$ cat config.mk
export PLATFORM = sky130hd
export DESIGN_NAME = simon_stream_adapter
export DESIGN_NICKNAME = d
export VERILOG_FILES = /design/src/rtl/simon_stream_adapter.sv
export SDC_FILE = /design/constraint.sdc
export NUM_CORES = 1
export LEC_CHECK = 0
export CAP_MARGIN = 20
export CORE_ASPECT_RATIO = 1.2
export CORE_MARGIN = 1
export CORE_UTILIZATION = 53
export DETAILED_ROUTE_END_ITERATION = 12
export PLACE_DENSITY = 0.84
export SYNTH_ARGS = -nofsm -noshare
export SYNTH_HDL_FRONTEND = slang
export SYNTH_SLANG_ARGS = --single-unit
$ cat constraint.sdc
create_clock -name clk -period 2.9 [get_ports clk]
set_input_delay 0.58 -clock clk [delete_from_list [all_inputs] [get_ports clk]]
set_output_delay 0.58 -clock clk [all_outputs]
set_load 0.02 [all_outputs]
$ cat src/rtl/simon_stream_adapter.sv
`default_nettype none
// ============================================================================
//  Module   : simon_stream_adapter
//  Brief    : 32-bit valid/ready word stream <-> 128-bit Simon core adapter.
//             Packs N words (MSW first) into core_in, pulses core_start,
//             waits for a rising edge of core_done (bounded by TIMEOUT_CYC),
//             then serializes the captured result MSW first on the output.
//  Revision : 1.0  initial release
// ============================================================================
module simon_stream_adapter #(
  parameter int WORD_W      = 32,
  parameter int BLOCK_W     = 128,
  parameter int TIMEOUT_CYC = 4096
) (
  input  logic               clk,
  input  logic               res_n,
  input  logic               s_valid,
  output logic               s_ready,
  input  logic [WORD_W-1:0]  s_data,
  input  logic               s_ctrl,
  output logic               m_valid,
  input  logic               m_ready,
  output logic [WORD_W-1:0]  m_data,
  output logic               core_start,
  output logic               core_ctrl,
  output logic [BLOCK_W-1:0] core_in,
  input  logic [BLOCK_W-1:0] core_out,
  input  logic               core_done,
  output logic               busy,
  output logic               timeout_err,
  input  logic               err_clr
);

  // BLOCK_W is expected to be an exact multiple of WORD_W.
  localparam int N  = BLOCK_W / WORD_W;
  localparam int CW = (N > 1) ? $clog2(N) : 1;
  localparam int TW = (TIMEOUT_CYC > 1) ? $clog2(TIMEOUT_CYC) : 1;
  localparam logic [CW-1:0] LAST_SLOT = CW'(N - 1);
  localparam logic [TW-1:0] TMO_LAST  = TW'(TIMEOUT_CYC - 1);

  typedef enum logic [1:0] {
    S_FILL  = 2'd0,
    S_START = 2'd1,
    S_WAIT  = 2'd2,
    S_DRAIN = 2'd3
  } state_t;

  state_t             state_q, state_d;
  logic [CW-1:0]      cnt_q, cnt_d;
  logic [TW-1:0]      tmo_q, tmo_d;
  logic               s_ready_q, s_ready_d;
  logic               m_valid_q, m_valid_d;
  logic               core_start_q, core_start_d;
  logic               core_ctrl_q, core_ctrl_d;
  logic               timeout_err_q, timeout_err_d;
  logic [BLOCK_W-1:0] core_in_q, core_in_d;
  logic [BLOCK_W-1:0] res_q, res_d;
  logic [WORD_W-1:0]  m_data_q, m_data_d;
  logic               done_prev_q;

  logic               s_xfer;
  logic               m_xfer;
  logic               done_edge;
  logic               tmo_set;
  logic [CW-1:0]      cnt_inc;
  logic [WORD_W-1:0]  next_word;

  assign s_xfer    = s_valid && s_ready_q;
  assign m_xfer    = m_valid_q && m_ready;
  assign done_edge = core_done && !done_prev_q;
  assign cnt_inc   = cnt_q + CW'(1);

  // Select the result word that follows the one currently presented.
  always_comb begin
    next_word = '0;
    for (int i = 0; i < N; i++) begin
      if (cnt_inc == CW'(i)) next_word = res_q[BLOCK_W-1-i*WORD_W -: WORD_W];
    end
  end

  // Next-state and registered-output decode for the fill/start/wait/drain flow.
  always_comb begin
    state_d      = state_q;
    cnt_d        = cnt_q;
    tmo_d        = tmo_q;
    s_ready_d    = s_ready_q;
    m_valid_d    = m_valid_q;
    core_start_d = 1'b0;
    core_ctrl_d  = core_ctrl_q;
    core_in_d    = core_in_q;
    res_d        = res_q;
    m_data_d     = m_data_q;
    tmo_set      = 1'b0;
    case (state_q)
      S_FILL: begin
        s_ready_d = 1'b1;
        if (s_xfer) begin
          for (int i = 0; i < N; i++) begin
            if (cnt_q == CW'(i)) core_in_d[BLOCK_W-1-i*WORD_W -: WORD_W] = s_data;
          end
          if (cnt_q == '0) core_ctrl_d = s_ctrl;
          if (cnt_q == LAST_SLOT) begin
            cnt_d        = '0;
            s_ready_d    = 1'b0;
            core_start_d = 1'b1;
            state_d      = S_START;
          end else begin
            cnt_d = cnt_inc;
          end
        end
      end
      S_START: begin
        tmo_d   = '0;
        state_d = S_WAIT;
      end
      S_WAIT: begin
        if (done_edge) begin
          res_d     = core_out;
          m_data_d  = core_out[BLOCK_W-1 -: WORD_W];
          m_valid_d = 1'b1;
          cnt_d     = '0;
          state_d   = S_DRAIN;
        end else if (tmo_q == TMO_LAST) begin
          // Abandon the block; the core never answered.
          tmo_set   = 1'b1;
          s_ready_d = 1'b1;
          state_d   = S_FILL;
        end else begin
          tmo_d = tmo_q + TW'(1);
        end
      end
      S_DRAIN: begin
        if (m_xfer) begin
          if (cnt_q == LAST_SLOT) begin
            cnt_d     = '0;
            m_valid_d = 1'b0;
            s_ready_d = 1'b1;
            state_d   = S_FILL;
          end else begin
            cnt_d    = cnt_inc;
            m_data_d = next_word;
          end
        end
      end
      default: state_d = S_FILL;
    endcase
    // A new timeout on the same edge as a clear keeps the flag set.
    if (tmo_set)      timeout_err_d = 1'b1;
    else if (err_clr) timeout_err_d = 1'b0;
    else              timeout_err_d = timeout_err_q;
  end

  // State and datapath registers; reset discards any partial block or result.
  always_ff @(posedge clk or negedge res_n) begin
    if (!res_n) begin
      state_q       <= S_FILL;
      cnt_q         <= '0;
      tmo_q         <= '0;
      s_ready_q     <= 1'b0;
      m_valid_q     <= 1'b0;
      core_start_q  <= 1'b0;
      core_ctrl_q   <= 1'b0;
      timeout_err_q <= 1'b0;
      core_in_q     <= '0;
      res_q         <= '0;
      m_data_q      <= '0;
      done_prev_q   <= 1'b1;  // a done level held through reset is not an edge
    end else begin
      state_q       <= state_d;
      cnt_q         <= cnt_d;
      tmo_q         <= tmo_d;
      s_ready_q     <= s_ready_d;
      m_valid_q     <= m_valid_d;
      core_start_q  <= core_start_d;
      core_ctrl_q   <= core_ctrl_d;
      timeout_err_q <= timeout_err_d;
      core_in_q     <= core_in_d;
      res_q         <= res_d;
      m_data_q      <= m_data_d;
      done_prev_q   <= core_done;
    end
  end

  assign s_ready     = s_ready_q;
  assign m_valid     = m_valid_q;
  assign m_data      = m_data_q;
  assign core_start  = core_start_q;
  assign core_ctrl   = core_ctrl_q;
  assign core_in     = core_in_q;
  assign busy        = (state_q != S_FILL);
  assign timeout_err = timeout_err_q;

endmodule
`default_nettype wire

# Word-level counts from Yosys, hierarchy flattened
# Cells that the tools add are included.
dict set report totals {
  reg_bits 310
  input_bits 167
  out_inout_bits 166
}
dict set report classes {
  add_sub_neg 2
  eq_ne 20
  muxes 42
  n_reduce_logical 23
}
# cell count
set ops {}
lappend ops {{$mux W32} 7}
lappend ops {{$pmux W32 S2} 1}
lappend ops {{$mux W12} 2}
lappend ops {{$pmux W12 S2} 1}
lappend ops {{$mux W2} 10}
lappend ops {{$ne A2 B2 Y1 const B} 9}
lappend ops {{$mux W1} 17}
lappend ops {{$reduce_and A3 Y1} 5}
lappend ops {{$add A12 B1 Y12 const B} 1}
lappend ops {{$eq A12 B12 Y1 const B} 1}
lappend ops {{$eq A2 B2 Y1 const B} 6}
lappend ops {{$reduce_and A4 Y1} 3}
lappend ops {{$reduce_and A5 Y1} 2}
lappend ops {{$pmux W2 S4} 1}
lappend ops {{$reduce_bool A2 Y1} 4}
lappend ops {{$eq A2 B1 Y1 const B} 3}
lappend ops {{$logic_not A2 Y1} 3}
lappend ops {{$pmux W2 S3} 1}
lappend ops {{$logic_and A1 B1 Y1} 3}
lappend ops {{$ne A3 B3 Y1 const B} 1}
lappend ops {{$pmux W1 S3} 1}
lappend ops {{$reduce_bool A3 Y1} 1}
lappend ops {{$add A2 B1 Y2 const B} 1}
lappend ops {{$pmux W1 S2} 1}
lappend ops {{other kinds (2)} 2}

# Logic depth before layout (Yosys ltp)
# Gate-level depths: netlist of the first run.
dict set report depth {
  ltp_word 9
  mapped_depth 8
  ltp_nobuf 6
}

# Worst setup path before layout of the first run
# Ideal clock, no wire load.
dict set report synth_path {
  path_kind {reg-to-reg}
  start {register cnt_q[0]}
  end {register core_in_q[100] (netlist: core_in[100])}
  setup_ns 0.125
  arrival_time_ns 1.689
  required_ns 2.775
  path_slack_ns 1.086
  stages_incl_launch_ff 8
  n_path_buf 3
  synth_period_minus_slack_ns 1.814
  cell_sequence {dfrtp_1 -> inv_1 -> ha_1 -> buf_2 -> clkbuf_1 -> nand2_1 -> buf_2 -> mux2_2}
}
dict set report synth_via {
  elab_chain_cells 2
}
# item line_no
set synth_lines {}
lappend synth_lines {{from (decl)} 49} ;# logic [CW-1:0] cnt_q, cnt_d;
lappend synth_lines {{from (signal assigned)} 170} ;# cnt_q <= cnt_d;
lappend synth_lines {{$logic_not A2 Y1} 99} ;# if (cnt_q == CW'(i)) core_in_d[BLOCK_W-1-i*WORD_W -: WORD_W] = s_data;
lappend synth_lines {{$reduce_and A3 Y1 (no source line)} -}
lappend synth_lines {{to (signal assigned)} 177} ;# core_in_q <= core_in_d;
lappend synth_lines {{to (decl)} 56} ;# logic [BLOCK_W-1:0] core_in_q, core_in_d;
# Every way passes these cells.
# A chain may end at the register's enable or synchronous reset.

# Final worst setup path of the first run
dict set report layout_path {
  start {register state_q[0]}
  end {output port busy}
}
dict set report layout_via {
  elab_chain_cells 1
}
# item line_no
set layout_lines {}
lappend layout_lines {{from (decl)} 48} ;# state_t state_q, state_d;
lappend layout_lines {{from (signal assigned)} 169} ;# state_q <= state_d;
lappend layout_lines {{$reduce_bool A2 Y1} 190} ;# assign busy = (state_q != S_FILL);
lappend layout_lines {{to (decl)} 29} ;# output logic busy,
# Every way passes these cells.

==> run summary, run 1 <==
The layout overhead on the synthesized area came out at 37.3%. The run gives 384 MHz as the highest clock rate. The maximum level of the CTS H-tree is 1, and the total of cells resized after clock tree synthesis is 0. Portion of the clock cycle consumed by the worst path in the final layout: 89.9%.

The most common flop cell mapped by yosys was sky130_fd_sc_hd__dfrtp_1. TritonCTS built the clock tree. In this design, the largest share of critical-path delay is due to buffers and inverters.

Cells with a size suffix above 1 make up 23.2% of the layout. The largest single stage delay on the critical path is 630 ps. The signal on the critical path passes through nor2_1 > inv_1 > clkdlybuf4s50_1. Port buffering added 332 buffers. The count of hold-fix buffers inserted at cts is 0, and the synthesized cell area is 13000 sq um. The number of CTS-inserted buffers is 31, and the number of rows in the core area is 62.

Setup repair after global routing left no endpoint under its margin. Summing internal, switching and leakage power gives 20.2 mW. After layout, the minimum clock period comes to 2610 ps. The net count of the finished layout is 1508. In the final routed layout, each cell accounts on average for 21.2 um.

At the placement stage, the worst setup path has a slack of 492 ps. In this run the worst path has a maximum fanout of 15. VDD sags by at most 0.852 mV. The slew at the pin closest to its max-slew limit works out to 668 ps. For the final database, setup skew stands at 16.1 ps.

The routed via count divided by cell count is 5.79. The logs give 6 for the number of antenna violations at the first check in global routing and 1183 for the synthesized net count. The worst pin sits at a relative slew slack of 55.1%. Across the whole layout, storage elements account for 7760 sq um. Leaving out filler cells and counting taps, the final layout contains 1680.

The required arrival time at the worst endpoint was 2320 ps. The count of endpoints failing hold in the final timing report was 0. The fraction of synthesis flops using an asynchronous set or reset pin is 100%, and the total die area is 25100 sq um. In this run the worst hold path is classified as in -> async. The number of setup buffers added after CTS is 0. STA classifies the critical path startpoint as a flip-flop. After detailed routing, the number of remaining DRC violations is 0. The number of global-route vias before repair was 10500; the starting density of the core was 54.2%. The clock passes through at most 3 buffers. STA classifies the critical path endpoint as a primary output. The total of max-cap violations is 0, and the worst-skew pair later-pin latency is 560 ps. Sorting the synthesized cells by area gives the leading types as sky130_fd_sc_hd__dfrtp_1 (60%), sky130_fd_sc_hd__mux2_2 (20%), sky130_fd_sc_hd__nand2_1 (2.4%). After synthesis, the mean cell area works out to 12.8 sq um. The number of max-slew violations in the final report was 0. The number of enable-type register cells in the synthesized netlist is 0. After detailed placement, the design holds a cell count of 1623.

The pin count of the biggest net entering global routing was 79. The sequential element share of the synthesized area is 59.7%. The critical path is of the reg -> out type. The run gives 0 as the number of endpoints failing setup at the final stage. Once detail routing completed, the nets flagged for antenna violations numbered 0. Pin placement for this block handled 333 I/O pins. For this block, the routed nets add up to 35.6 mm of wire. In this run, synthesis produced a sequential element count of 310.

After clock tree synthesis, the clock-pin slew on the worst setup and hold paths is 60 ps. In this run the horizontal extent of the chip is 145 um. The slowest stage of the critical path is the sky130_fd_sc_hd__dfrtp_1 cell.

The clock net in this run drives a total of 310 sinks. Summed over all layers, the global routing overflow is 0. For this run, the detailed router's first-pass iteration total came to 5. Across every metal layer, demand over resource in global routing totals 28.9%.

The number of standard cells after synthesis came out at 1011. The data arrival time at the worst-slack endpoint came out at 2030 ps. The power density over the cells is 1130 nW/um^2, and the wire length of the first global-routing pass is 56.0 mm. The routed layout has 9734 vias. The tools report the initial DRC count as 476. The height of the die was 173 um.

Summed over all instances, the cell type with the most area after synthesis is sky130_fd_sc_hd__dfrtp_1. The Yosys step of the flow raised 0 warnings. The area taken by multi-input logic gates was 4780 sq um; the share of Yosys cell area claimed by the top area cell type was 59.5%. Detailed placement ended at an HPWL of 23.5 mm. The final-layout setup total negative slack came out at 0 ps.

Fill cells in the final layout number 1501. Routability-driven placement finished with a final weighted congestion of 0.825. CTS placed an instance of sky130_fd_sc_hd__clkbuf_16 at the clock tree root.

The flow ran to the end, and the final reports show no timing, DRC or antenna violations. The post-synthesis cell type count was 49; the count of buffer and inverter cells on the critical path was 2. The region available for standard cell placement spans 24000 sq um. Once routing completed, OpenROAD measured the worst setup slack at 293 ps. Summed over all cells, the static leakage comes to 7.61 nW.
[state kept, by name (all words and copies together), names as in the netlist, 2 cells and up]
signal	flops
state_q	2
core_in	128
tmo_q	12
m_data	32
res_q	128
cnt_q	2
[worst paths after layout]
kind,start,end,slack [ps],depth (start not counted)
hold reg to reg,m_data[31],m_data[31],480,2
min in group clk,m_data[31],m_data[31],480,2
hold / removal,res_n,res_q[57],20,1
max in group asynchronous,res_n,res_q[85],2130,2
setup reg to reg,cnt_q[0],m_data[25],650,6
setup / recovery,state_q[0],busy,290,3
[synth_stat cells, drive strengths merged, types with 2 or more instances]
cell,number
a211oi,3
a21oi,40
a221o,31
a221oi,32
and2,2
and3,2
buf,39
clkbuf,32
dfrtp,309
ha,5
inv,40
mux2,225
mux2i,2
nand2,84
nand2b,5
nand3,6
nand4,3
nor2,39
nor2b,3
nor3b,2
nor4,3
o211ai,2
o21ai,38
o311ai,4
o31ai,36
or2,3
or3,4
or4,2
[stage by stage]
stage               utilization, %  hold slack (ps)  area (sq um)
floorplan                        -              284         13000
global placement              70.2              460         16800
detailed placement            70.2              467         16800
CTS                           74.3             47.6         17800
global route                  74.4             64.8         17800
finish                        74.4             24.9         17800
[kinds of logic (layout without fill, tap and decap cells)]
family / count (synthesis) / count (layout) / share of synthesized area, %
simple gates: 162 / 162 / 5.65
fa+ha+maj: 5 / 5 / 0.482
buf+inv: 111 / 456 / 3.64
mux: 227 / 227 / 19.7
flops: 310 / 310 / 59.7
compound gates: 196 / 196 / 10.8
other cells: 0 / 4 / 0
[layer usage]
layer | up-vias | wire (um) | global-route usage (%)
li1 | 4297 | - | -
met1 | 4856 | 13400 | 34.6
met2 | 482 | 17100 | 47.6
met3 | 95 | 3870 | 9.75
met4 | 4 | 1250 | 11.5
met5 | - | 27 | 0
[cell type report]
class	count	area share, %
timing repair buffer	363	21.0
inverter	40	0.842
antenna	4	0.0561
tap	320	2.25
multi-input combinational	590	26.8
clock inverter	9	0.597
clock buffer	44	4.96
sequential	310	43.5
[cells in the final DEF, fill, tap and decap left out, types with 3 or more instances in the layout]
cell type                         Yosys  routed
sky130_fd_sc_hd__clkdlybuf4s50_1      0     331
sky130_fd_sc_hd__dfrtp_1            309     309
sky130_fd_sc_hd__mux2_2             225     225
sky130_fd_sc_hd__nand2_1             84      84
sky130_fd_sc_hd__inv_1               40      40
sky130_fd_sc_hd__a21oi_1             40      40
sky130_fd_sc_hd__nor2_1              39      38
sky130_fd_sc_hd__o21ai_0             37      37
sky130_fd_sc_hd__o31ai_1             36      36
sky130_fd_sc_hd__a221oi_1            32      32
sky130_fd_sc_hd__a221o_1             31      31
sky130_fd_sc_hd__clkbuf_16            0      31
sky130_fd_sc_hd__buf_4                3      17
sky130_fd_sc_hd__buf_12               0      14
sky130_fd_sc_hd__clkbuf_1            32       7
sky130_fd_sc_hd__clkbuf_8             0       6
sky130_fd_sc_hd__nand3_1              5       5
sky130_fd_sc_hd__diode_2              0       4
sky130_fd_sc_hd__nand2b_1             4       4
sky130_fd_sc_hd__or3_1                4       4
sky130_fd_sc_hd__o311ai_0             4       4
sky130_fd_sc_hd__clkinv_2             0       4
sky130_fd_sc_hd__nand4_1              3       3
sky130_fd_sc_hd__a211oi_1             3       3
sky130_fd_sc_hd__ha_1                 5       3
[report_power, final]
group | switching [mW] | leakage (nW) | internal [mW] | total, mW
logic | 4.29 | 3.32 | 4.39 | 8.68
registers | 1.19 | 3.80 | 6.39 | 7.58
clock network | 1.64 | 0.491 | 2.28 | 3.93
total | 7.12 | 7.61 | 13.1 | 20.2
No activity file was read; power rests on OpenSTA's default activity.
==> run 2, diff against run 1 <==
CTS_CLUSTER_SIZE = 16   (was not set)
==> results of run 2 <==
Same layout as run 1: the final DEF is identical, and so are final timing and power.
==> run 3, diff against run 2 <==
ABC_AREA = 1   (was not set)
CORE_UTILIZATION = 54   (was 53)
==> run summary, run 3 <==
The run finished with clean final reports. The startpoint class of the critical path was a flip-flop. The cell family contributing the most delay on the critical path is buffers and inverters.

For the global routing met2 resource utilization, the log shows 50.2%. The largest clock skew in the final design was 6.48 ps. For the highest clock rate, the log shows 397 MHz. For the post-synthesis cell type count, the log shows 31. The routed design has 38.3 mm of wire.

Final worst slack: 384 ps. Ranked by instance count, the synthesized netlist is headed by sky130_fd_sc_hd__nand2_1 (425), sky130_fd_sc_hd__dfrtp_1 (309), sky130_fd_sc_hd__inv_1 (166). The tools report the initial DRC count as 706.

The number of antenna violations at the first check in global routing was 4; the static leakage power was 9.17 nW. The final layout contains 2024 nets. The logs give 63 for the number of rows in the core area and 82 for the pin count of the biggest net entering global routing. The routed via count divided by cell count works out to 5.29.

The first-pass iteration count of the detailed router is 8, and the portion of the clock cycle consumed by the worst path in the final layout is 86.8%. The synthesized cell area was 13700 sq um. The share of Yosys cell area claimed by the top area cell type was 56.4%. The cell type of the slowest stage on the worst timing path is sky130_fd_sc_hd__clkdlybuf4s50_1. Aggregate global-route resource usage: 29.8%. The worst register-to-register path has a setup slack of 970 ps. The routing layer with the top usage in global route was met2.

TritonCTS built the clock tree. The required arrival time at the worst endpoint was 2320 ps; the number of input and output port buffers inserted was 332. The die is 176 um tall. In this run the most critical hold path is launched from core_done. The type of destination of the critical path was a primary output. The tools report the number of global-route vias before repair as 12100. The data arrival time at the worst-slack endpoint was 1940 ps. Summing all placed instances gives a cell area of 17400 sq um. The finished cells cover 18500 sq um.

Walking the worst path, the cells encountered are nor2_2 > inv_2 > clkdlybuf4s50_1. The worst ir drop on vdd is 0.518 mV. Buffers inserted during clock tree synthesis total 31.

At the pin with the least slew margin, the transition time is 638 ps. Summing the areas of all compound-gate instances in the mapped netlist gives 12.9% of the synthesized area. The core region is 24800 sq um.

The die is 147 um wide. In the final routed layout, each cell accounts on average for 17.4 um. The starting density of the core was 55.2%. Clock tree synthesis selected as its root buffer the cell sky130_fd_sc_hd__clkbuf_16. Headroom to the max-slew limit came out at 57.5%.

The worst register-to-register path ends at m_data[23]. For this design the ratio of total power to cell area is 487 nW/um^2. Summed over all instances, the cell type with the most area after synthesis is sky130_fd_sc_hd__dfrtp_1. Combinational family with the most area after synthesis: simple AND/OR/NAND/NOR gates.

In this run the critical register-to-register path is launched from cnt_q[0]. In the routed design, unresolved DRC markers number 0. Worst-case hold path end point: done_prev_q. A synthesized cell averages 8.86 sq um. Setup repair after global routing left no endpoint under its margin. The total overflow left after global routing is 0.

Across the run, the number of max-cap violations was 0. The detail route stage leaves a number of antenna-violating nets equal to 0. The number of max-slew violations in the final report came out at 0.

The count of buffer and inverter cells on the critical path works out to 2. In the post-synthesis netlist, the cell with the most instances is sky130_fd_sc_hd__nand2_1. Subtracting the final worst setup slack from the clock period gives 2520 ps. The top cell types in the final layout, fill and taps aside, are sky130_fd_sc_hd__nand2_1 (425), sky130_fd_sc_hd__clkdlybuf4s50_1 (331), sky130_fd_sc_hd__dfrtp_1 (309). The tools report the final estimated routing congestion in global placement as 0.834. The met1 demand-to-capacity share in global routing is 35.9%.

The overall power after layout is 8.98 mW, and the sequential element share of the synthesized area is 56.6%. For the worst slack at placement, the log shows 385 ps. For the clock sink count, the log shows 310. In the synthesized netlist, mux cells make up 4.36% of the area. The number of top-level pins was 333; the count of endpoints failing hold in the final timing report was 0. Path class of the lowest-slack min-delay path: in -> reg. The fraction of the mapped netlist area in adder cells was 0.457%; the largest fanout on the critical path was 6. After Yosys synthesis, and, or, nand and nor cells account for 17.4% of the synthesized area. The area growth from synthesis to layout is 34.7%. Detailed placement HPWL: 24.9 mm. For the final routed database, the setup TNS stands at 0 ps. The floorplan step defined a die boundary enclosing 26000 sq um. In the synthesized netlist the dominant register cell turns out to be sky130_fd_sc_hd__dfrtp_1. The total of warnings raised by yosys is 0. Setup violations remaining at the end of the flow were counted as 0.

The synthesized design contains 310 register bits. Ranked by total cell area, the synthesized netlist is headed by sky130_fd_sc_hd__dfrtp_1 (56%), sky130_fd_sc_hd__nand2_1 (12%), sky130_fd_sc_hd__o21ai_0 (5.8%). The worst-skew pair later-pin latency was 560 ps; the fraction of layout instances using a drive strength above 1 was 8.27%. The cell count of the worst hold path is 1.

For the worst flop-to-flop path, the logic depth is 10. Leaving out fill and tap cells, the most frequent cell in the layout is sky130_fd_sc_hd__nand2_1. The maximum level of the CTS H-tree was 1. The logs give 11700 for the via count of the routed design and 465 ps for the post-route worst hold slack.

For met3 alone, demand over resource in global routing was 9.12%. Counting every instance in the synthesized netlist gives 1546. The setup path with the least slack is of type reg -> out. Of all flip-flops after synthesis, the portion carrying an async set or reset was 100%.

The largest single stage delay on the critical path is 540 ps. Maximum count of clock buffers along a single path: 3. Number of enable-type register cells in the synthesized netlist: 0. After clock tree synthesis, the repair step resized 0 gates. Clock-pin slew was measured on the worst setup and hold paths at 60 ps. The wire length of the first global-routing pass is 61.3 mm, and the fraction of synthesized cell area in xor and xnor cells is 0.320%. Synthesized net count: 1718.
[run 3: cell count changes in the layout (fill, tap and decap cells not counted), moves of 36 or more]
cell	before	now
sky130_fd_sc_hd__a21oi_1	40	109
sky130_fd_sc_hd__nand2_1	84	425
sky130_fd_sc_hd__nor2_1	38	143
sky130_fd_sc_hd__mux2_4	0	36
sky130_fd_sc_hd__o21ai_0	37	158
sky130_fd_sc_hd__o31ai_1	36	0
sky130_fd_sc_hd__inv_1	40	166
sky130_fd_sc_hd__mux2_2	225	1
[run 3: report_power, final]
group	switching [mW]	total (mW)	internal (mW)
logic	0.174	0.390	0.216
registers	0.000282	4.33	4.33
clock network	1.73	4.27	2.53
[run 3: per-stage QoR]
stage	util, %	std cells
2_1_floorplan	-	1546
3_3_place_gp	69.9	2143
3_5_place_dp	69.9	2143
4_1_cts	74.3	2200
5_1_grt	74.3	2200
6_report	74.3	2202
[run 3: worst max path at each step]
| stage | start | to | slack, ps | cells after the start |
|---|---|---|---|---|
| 2_1_floorplan | core_done | m_data[28] | 1270 | 8 |
| 3_3_place_gp | core_done | res_q[69] | 420 | 6 |
| 3_5_place_dp | core_done | res_q[69] | 390 | 6 |
| 4_1_cts | state_q[1] | busy | 370 | 3 |
| 5_1_grt | state_q[1] | busy | 310 | 3 |
| 6_report | state_q[1] | busy | 380 | 3 |
[run 3: worst reg2reg max path: cells and delay by family, from the launching register on]
kind                       cells  cell delay [ps]
adders and majority gates      1              260
buffers and inverters          2              500
AOI/OAI and AO/OA              1              190
DFF                            1              400
and+or+nand+nor                6              480
[run 3: kinds of logic after synthesis]
family                     Yosys count
buffers and inverters              255
adders and majority gates            5
muxes                               41
AOI/OAI and AO/OA                  323
and+or+nand+nor                    607
DFF                                310
xor gates and xnor gates             5
[run 3: timing repair]
item                                   CTS  global route
endpoints found under the hold margin   14             0
setup buffers                            0             0
hold buffers                             1             0
[run 3: cell type report]
| type | count | area (sq um) |
|---|---|---|
| Sequential cell | 310 | 7760 |
| Clock buffer | 39 | 856 |
| Timing Repair Buffer | 357 | 3690 |
| Fill cell | 1720 | 6370 |
| Clock inverter | 17 | 230 |
| Antenna cell | 2 | 5.00 |
| Multi-Input combinational cell | 981 | 4860 |
| Tap cell | 325 | 407 |
| Inverter | 171 | 644 |
[run 3: routing by layer]
| layer | vias up | wire length (um) |
|---|---|---|
| met2 | 540 | 18300 |
| met3 | 102 | 4160 |
| met4 | 6 | 1260 |
| met5 | - | 35 |
| met1 | 5560 | 14600 |
| li1 | 5448 | - |
